## config.mk

```make
export PLATFORM = sky130hd
export DESIGN_NAME = logic_unit_pipe_flat
export DESIGN_NICKNAME = d
export VERILOG_FILES = /design/src/rtl/logic_unit_pipe_if.sv /design/src/rtl/logic_unit_pipe.sv /design/src/flat_wrapper.sv
export SDC_FILE = /design/constraint.sdc
export NUM_CORES = 1
export LEC_CHECK = 0
export CAP_MARGIN = 30
export CORE_MARGIN = 5
export CORE_UTILIZATION = 46
export DETAILED_ROUTE_END_ITERATION = 7
export GPL_TIMING_DRIVEN = 0
export PLACE_DENSITY = 0.9
export SYNTH_ARGS = -nofsm -noshare
export SYNTH_HDL_FRONTEND = slang
export SYNTH_SLANG_ARGS = --single-unit
```

## constraint.sdc

```tcl
create_clock -name clk -period 2.05 [get_ports clk]
set_input_delay 0.3075 -clock clk [delete_from_list [all_inputs] [get_ports clk]]
set_output_delay 0.3075 -clock clk [all_outputs]
set_load 0.05 [all_outputs]
```

## src/rtl/logic_unit_pipe_if.sv

```systemverilog
// Handshake bundle for logic_unit_pipe: operand side and result side.
// master drives operands and out_ready; slave is the logic unit.
interface logic_unit_pipe_if #(
    parameter int WIDTH = 8,
    parameter int CNT_W = 16
);
    logic             in_valid;
    logic             in_ready;
    logic [WIDTH-1:0] a;
    logic [WIDTH-1:0] b;
    logic [2:0]       op;
    logic             acc;
    logic             out_valid;
    logic             out_ready;
    logic [WIDTH-1:0] y;
    logic             zero;
    logic             parity;
    logic             illegal;
    logic [CNT_W-1:0] op_count;

    modport master (
        output in_valid, a, b, op, acc, out_ready,
        input  in_ready, out_valid, y, zero, parity, illegal, op_count
    );

    modport slave (
        input  in_valid, a, b, op, acc, out_ready,
        output in_ready, out_valid, y, zero, parity, illegal, op_count
    );
endinterface

```

## src/rtl/logic_unit_pipe.sv

```systemverilog
// Registered WIDTH-bit bitwise logic stage with accumulate and op counter.
// Define LOGIC_UNIT_EXT_OPS_EN to implement opcodes 4-7 (XOR/NAND/NOR/XNOR).
module logic_unit_pipe #(
    parameter int WIDTH = 8,
    parameter int CNT_W = 16
) (
    input logic clk,
    input logic rst_n,
    logic_unit_pipe_if.slave bus
);
    logic [WIDTH-1:0] y_q;
    logic [WIDTH-1:0] acc_q;
    logic [WIDTH-1:0] a_eff;
    logic [WIDTH-1:0] res;
    logic [CNT_W-1:0] cnt_q;
    logic             valid_q;
    logic             zero_q;
    logic             parity_q;
    logic             ill_q;
    logic             ill;
    logic             accept;

    assign bus.in_ready  = !valid_q || bus.out_ready;
    assign accept        = bus.in_valid && bus.in_ready;
    assign a_eff         = bus.acc ? acc_q : bus.a;

    assign bus.out_valid = valid_q;
    assign bus.y         = y_q;
    assign bus.zero      = zero_q;
    assign bus.parity    = parity_q;
    assign bus.illegal   = ill_q;
    assign bus.op_count  = cnt_q;

    always_comb begin
        res = '0;
        ill = 1'b0;
        unique case (bus.op)
            3'd0: res = a_eff & bus.b;
            3'd1: res = a_eff | bus.b;
            3'd2: res = ~a_eff;
            3'd3: res = a_eff;
`ifdef LOGIC_UNIT_EXT_OPS_EN
            3'd4: res = a_eff ^ bus.b;
            3'd5: res = ~(a_eff & bus.b);
            3'd6: res = ~(a_eff | bus.b);
            3'd7: res = ~(a_eff ^ bus.b);
`else
            // Unsupported ops still complete, with a zero result flagged.
            3'd4, 3'd5, 3'd6, 3'd7: ill = 1'b1;
`endif
            default: res = '0;
        endcase
    end

    always_ff @(posedge clk or negedge rst_n) begin
        if (!rst_n) begin
            valid_q  <= 1'b0;
            y_q      <= '0;
            zero_q   <= 1'b1;
            parity_q <= 1'b0;
            ill_q    <= 1'b0;
            acc_q    <= '0;
            cnt_q    <= '0;
        end else if (accept) begin
            valid_q  <= 1'b1;
            y_q      <= res;
            zero_q   <= ~|res;
            parity_q <= ^res;
            ill_q    <= ill;
            acc_q    <= res;
            if (cnt_q != '1)
                cnt_q <= cnt_q + CNT_W'(1);
        end else if (bus.out_ready) begin
            valid_q  <= 1'b0;
        end
    end
endmodule

```

## src/flat_wrapper.sv

```systemverilog
// flat-port wrapper written by rule: the top's interface ports become plain ports
module logic_unit_pipe_flat 
#(
    parameter int WIDTH = 8,
    parameter int CNT_W = 16
)
  (clk, rst_n, bus_in_valid, bus_a, bus_b, bus_op, bus_acc, bus_out_ready, bus_in_ready, bus_out_valid, bus_y, bus_zero, bus_parity, bus_illegal, bus_op_count);
  logic_unit_pipe_if #(.WIDTH(WIDTH), .CNT_W(CNT_W)) bus_i ();
  input logic clk;
  input logic rst_n;
  input wire logic [$bits(bus_i.in_valid)-1:0] bus_in_valid;
  input wire logic [$bits(bus_i.a)-1:0] bus_a;
  input wire logic [$bits(bus_i.b)-1:0] bus_b;
  input wire logic [$bits(bus_i.op)-1:0] bus_op;
  input wire logic [$bits(bus_i.acc)-1:0] bus_acc;
  input wire logic [$bits(bus_i.out_ready)-1:0] bus_out_ready;
  output wire logic [$bits(bus_i.in_ready)-1:0] bus_in_ready;
  output wire logic [$bits(bus_i.out_valid)-1:0] bus_out_valid;
  output wire logic [$bits(bus_i.y)-1:0] bus_y;
  output wire logic [$bits(bus_i.zero)-1:0] bus_zero;
  output wire logic [$bits(bus_i.parity)-1:0] bus_parity;
  output wire logic [$bits(bus_i.illegal)-1:0] bus_illegal;
  output wire logic [$bits(bus_i.op_count)-1:0] bus_op_count;
  assign bus_i.in_valid = bus_in_valid;
  assign bus_i.a = bus_a;
  assign bus_i.b = bus_b;
  assign bus_i.op = bus_op;
  assign bus_i.acc = bus_acc;
  assign bus_i.out_ready = bus_out_ready;
  assign bus_in_ready = bus_i.in_ready;
  assign bus_out_valid = bus_i.out_valid;
  assign bus_y = bus_i.y;
  assign bus_zero = bus_i.zero;
  assign bus_parity = bus_i.parity;
  assign bus_illegal = bus_i.illegal;
  assign bus_op_count = bus_i.op_count;
  logic_unit_pipe #(.WIDTH(WIDTH), .CNT_W(CNT_W)) u_core (.clk(clk), .rst_n(rst_n), .bus(bus_i));
endmodule
```

Word-level counts from Yosys, hierarchy flattened
Cells that the tools add are included.

word-level totals
  register bits = 28
  input port bits = 24
  output and inout bits = 29
  logic and storage cells = 33

operators by class
  $add $sub $neg = 1
  eq/ne operators = 8
  mux-type cells = 5
  bitwise gates (word level) = 3
  reductions and logical operators = 10

operator list
  kind                                                 count
  case mux 8 bit (4 select lines)                      1
  adder 16 x 1 -> 16 bit, second input constant        1
  != test 16 bit, second input constant                1
  equality test 3 bit, second input constant           4
  AND 8 bit                                            1
  2-to-1 mux 8 bit                                     1
  NOT 8 bit                                            1
  bitwise OR 8 bit                                     1
  OR reduction 8 bit                                   1
  XOR reduction 8 bit                                  1
  equality test 3 x 2 -> 1 bit, second input constant  2
  OR reduction 4 bit                                   1
  equality test 3 x 1 -> 1 bit, second input constant  1
  zero test 3 bit                                      1
  2-to-1 mux 1 bit                                     3
  zero test 1 bit                                      2
  AND reduction 2 bit                                  1
  nonzero test 2 bit                                   1
  logical AND 1 bit                                    1
  logical OR 1 bit                                     1

Depth between registers and ports, before layout
  word-level depth = 5
  mapped depth = 9
  depth with buffers taken out = 8

Worst setup path before layout
No wires, ideal clock.

  kind = register -> register
  start = reg u_core.valid_q (netlist: u_core.bus.out_valid)
  end = reg u_core.parity_q (netlist: u_core.bus.parity)
  setup time = 0.136 ns
  arrival = 1.948 ns
  data required time = 1.914 ns
  slack = -0.035 ns
  stages on the path, launching flop included = 6
  path buffers = 2
  clock period less this slack = 2.085 ns
  cell sequence = dfrtp_1 > nand2b_1 > nand2_1 > buf_2 > buf_1 > o21ai_0

between the ends
  word-level cells in the longest chain between the ends = 3

RTL lines
  element                 line                   text
  start, declared         logic_unit_pipe.sv:16  logic valid_q;
  start signal, assigned  logic_unit_pipe.sv:57  valid_q <= 1'b0;
  start signal, assigned  logic_unit_pipe.sv:65  valid_q <= 1'b1;
  start signal, assigned  logic_unit_pipe.sv:74  valid_q <= 1'b0;
  zero test 1 bit         logic_unit_pipe.sv:23  assign bus.in_ready = !valid_q || bus.out_ready;
  logical OR 1 bit        logic_unit_pipe.sv:23
  named net bus_in_ready  flat_wrapper.sv:17     output wire logic [$bits(bus_i.in_ready)-1:0] bus_in_ready;
  logical AND 1 bit       logic_unit_pipe.sv:24  assign accept = bus.in_valid && bus.in_ready;
  end signal, assigned    logic_unit_pipe.sv:68  parity_q <= ^res;
  end, declared           logic_unit_pipe.sv:18  logic parity_q;

The timed path passes the listed nets, and every way through them passes these cells.
A chain may end at the register's enable or synchronous reset.

Worst setup path in the final report
  start = in bus_a[0]
  end = reg u_core.parity_q (netlist: u_core.bus.parity)

between the ends
  word-level cells in the longest chain between the ends = 4
  elaborated cells between the ends (all ways) = 6
  those cells by class = mux: 2; bitwise: 3; reduce/logical: 1

RTL lines
  element                                   line                   text
  start, declared                           flat_wrapper.sv:12     input wire logic [$bits(bus_i.a)-1:0] bus_a;
  2-to-1 mux 8 bit *                        logic_unit_pipe.sv:25  assign a_eff = bus.acc ? acc_q : bus.a;
  bitwise OR 8 bit (tied with other cells)  logic_unit_pipe.sv:39  3'd1: res = a_eff | bus.b;
  case mux 8 bit (4 select lines) *         logic_unit_pipe.sv:37  unique case (bus.op)
  XOR reduction 8 bit *                     logic_unit_pipe.sv:68

Every way passes the cells marked *; elsewhere a longest branch is shown, timed or not.

==> flow_summary_export.csv <==
group,metric,value,unit
outcome,status,"finished, final reports clean",
clock_network,cts_buffers,3,
route,viasPerCell,5.39,
floorplan,die_area,4960,um^2
place,pre_cts_slack,-0.509,ns
power,p_int,1.33,mW
place,port_buffers,49,
logic_synthesis,yosysMostFrequentCell,"dfrtp_1",
logic_synthesis,synth_edf_count,0,
logic_synthesis,yosys-top-cells-area,"dfrtp_1, xor2_1, nand2b_1",
global_routing,track_usage,0.152,
worst_setup_path,critPathLaunchType,"primary input",
floorplan,die_y,70.4,um
logic_synthesis,synth.largest_area_cell,"dfrtp_1",
run,drv_cap,0,
sta,timing.final.crit_share,0.962,
floorplan,die_w,70.4,um
worst_setup_path,critPathMaxFanout,3,
power,p_per_area,971,nW/um^2
worst_setup_path,crit_arrival,2.13,ns
sta,min_period,1.97,ns
floorplan,placementRows,22,
clock_network,cts_buffer_depth,2,
cells_and_area,fin_area,2340,um^2
worst_setup_path,cp_data_required_time,2.20,ns
global_routing,grt_overflow,0,
clock_network,hold_buffers,0,
sta,relSlewSlack,0.568,
logic_synthesis,synthFlopType,"dfrtp_1",
global_routing,grt_max_degree,17,
clock_network,clock_tree.root_cell,"clkbuf_8",
logic_synthesis,yosysSeqAreaShare,0.418,
logic_synthesis,synth-adder-area-share,0.0373,
cells_and_area,utilization,0.649,
power,swShare,0.415,
sta,report.final.slew_viol_count,0,
logic_synthesis,async_flop_share,1.00,
route,ant_nets,0,
sta,hold_violations,0,
place,dp_hpwl,2.91,mm
worst_setup_path,critPathKind,"primary input to flop",
route,drc,0,
logic_synthesis,synthMuxAreaShare,0.0761,
logic_synthesis,synth-simple-area-share,0.272,
logic_synthesis,syn-num-nets,191,
sta,tns,0,ns
place,place_congestion,0.733,
logic_synthesis,synth_top_family_by_area,"simple AND/OR/NAND/NOR gates",
sta,holdWs,0.417,ns
cells_and_area,nNetsFinal,246,
sta,fmax,507,MHz
route,wirelength,3.74,mm
power,comb_power_share,0.450,
logic_synthesis,synth-xor-area-share,0.0835,
logic_synthesis,synth.distinct_cells,31,
sta,setup_slack,0.0773,ns
hold_path,worstHoldPathType,"primary input to asynchronous set/reset pin",
cells_and_area,area_growth,39.4,%
power,power_frac_clock,0.191,
global_routing,grt_pass1_vias,1449,
logic_synthesis,syn_avg_cell_area,10.4,um^2
sta,setup_viol,0,
route,vias,1423,
power,peakVddDrop,0.000324,V
floorplan,pin_count,53,
clock_network,h-tree-depth,1,
logic_synthesis,synth_compound_area_frac,0.0955,
floorplan,initial_utilization,0.465,
cells_and_area,drive_gt1_frac,0.102,
logic_synthesis,synth-seq-cells,28,
worst_setup_path,crit_path_end_kind,"flop",
logic_synthesis,synth_top_area_share,0.403,
power,seq_power_share,0.359,
power,leakage,1.04,nW
logic_synthesis,syn_inst,162,
place,dp.cells,260,
global_routing,grt_antenna_before_repair,0,
sta,finalClockSkew,0.00347,ns
clock_network,tritoncts,"done",
power,total_power,2.27,mW
cells_and_area,diodes,0,
sta,worstMarginPinSlew,0.646,ns
route,post_drt_wl_per_cell,14.2,um
logic_synthesis,syn_area,1680,um^2
power,p_sw,0.944,mW
floorplan,core_area,3610,um^2
global_routing,grt_pass1_wl,6.18,mm
logic_synthesis,ys_warn_count,0,
clock_network,postCtsSetupBuffers,0,
clock_network,clkTransAtPathRegs,0.09,ns
clock_network,clk-insertion-delay-late,0.28,ns
clock_network,clock-sinks,28,
cells_and_area,final-instance-count-excl-fill,264,
place,postPlaceCellArea,2250,um^2
route,dr.pass1.iters,4,
logic_synthesis,synthTopCellsByCount,"dfrtp_1, nand2b_1, nand2_1",
route,drt-initial-drc-count,98,
cells by family after synthesis:
group / count (synthesis)
AND/OR/NAND/NOR: 76
adder cells (fa/ha/maj): 5
multiplexers: 12
XOR/XNOR: 16
AO/OA/AOI/OAI: 18
flip-flops: 28
buffers and inverters: 7
per-layer routing:
metal / wire (um) / share of wire / GRT usage
met5: 0 / 0 / 0
met4: 72 / 0.019 / 0.0574
met3: 192 / 0.051 / 0.0187
met2: 1980 / 0.53 / 0.287
met1: 1490 / 0.40 / 0.170
flip-flops by register name, summed over array words and instances (netlist names):
name and count:
u_core.bus.op_count 16, u_core.acc_q 8, u_core.bus.illegal 1, u_core.bus.out_valid 1, u_core.bus.parity 1, u_core.bus.zero 1
placed cells by master (no fill, tap or decap), drive strengths merged:
cell type,instances
a221o,8
a22o,8
and3,2
and4,1
buf,4
bufinv,1
clkbuf,6
clkdlybuf4s50,47
dfrtp,27
dfstp,1
dlygate4sd2,1
dlymetal6s2s,1
ha,5
inv,1
mux2,3
mux2i,9
nand2,15
nand2b,18
nand3,6
nand4,5
nor2,12
nor2b,1
nor3,7
nor3b,1
nor4,5
nor4b,3
o21ai,2
xnor2,3
xor2,13
power by group through the flow:
stage | sequential (mW) | combinational (mW) | clock (mW)
final | 0.816 | 1.02 | 0.434
after global routing | 0.835 | 1.08 | 0.458
after CTS | 0.817 | 1.03 | 0.441
after detailed placement | 0.826 | 1.02 | 0
after global placement | 0.822 | 1.00 | 0
after floorplan | 1.19 | 0.298 | 0
final cells by class:
cell class	instances	area, um^2
Tap cell	48	60.1
Inverter	1	3.75
Buffer	6	26.3
Clock inverter	1	30.0
Sequential cell	28	702
Timing Repair Buffer	50	507
Multi-Input combinational cell	127	968
Clock buffer	3	41.3
Fill cell	313	1270
worst paths after layout:
path                            startpoint                       to  slack (ns)  depth (start not counted)
max                               bus_a[0]        u_core.bus.parity        0.08                          9
min                                  rst_n  u_core.bus.op_count[12]        0.42                          1
max reg2reg                u_core.acc_q[0]        u_core.bus.parity        0.08                          8
min reg2reg                u_core.bus.zero          u_core.bus.zero        0.49                          2
max in group asynchronous            rst_n          u_core.bus.zero        1.02                          2
min in group clk           u_core.bus.zero          u_core.bus.zero        0.49                          2
critical path, cell delays in order:
cell and delay (ns):
clkdlybuf4s50_1 0.40, mux2i_1 0.23, nand2_1 0.10, a221o_1 0.33, nand2b_1 0.08, ha_1 0.25
xnor2_2 0.18, xnor2_1 0.13, o21ai_0 0.09
timing repair:
action                                  CTS  global route
endpoints found under the hold margin     0             0
gates resized for setup                   3             4
gates cloned                              0             0
endpoints found under the setup margin    1             2
(Power assumes the default switching activity.)
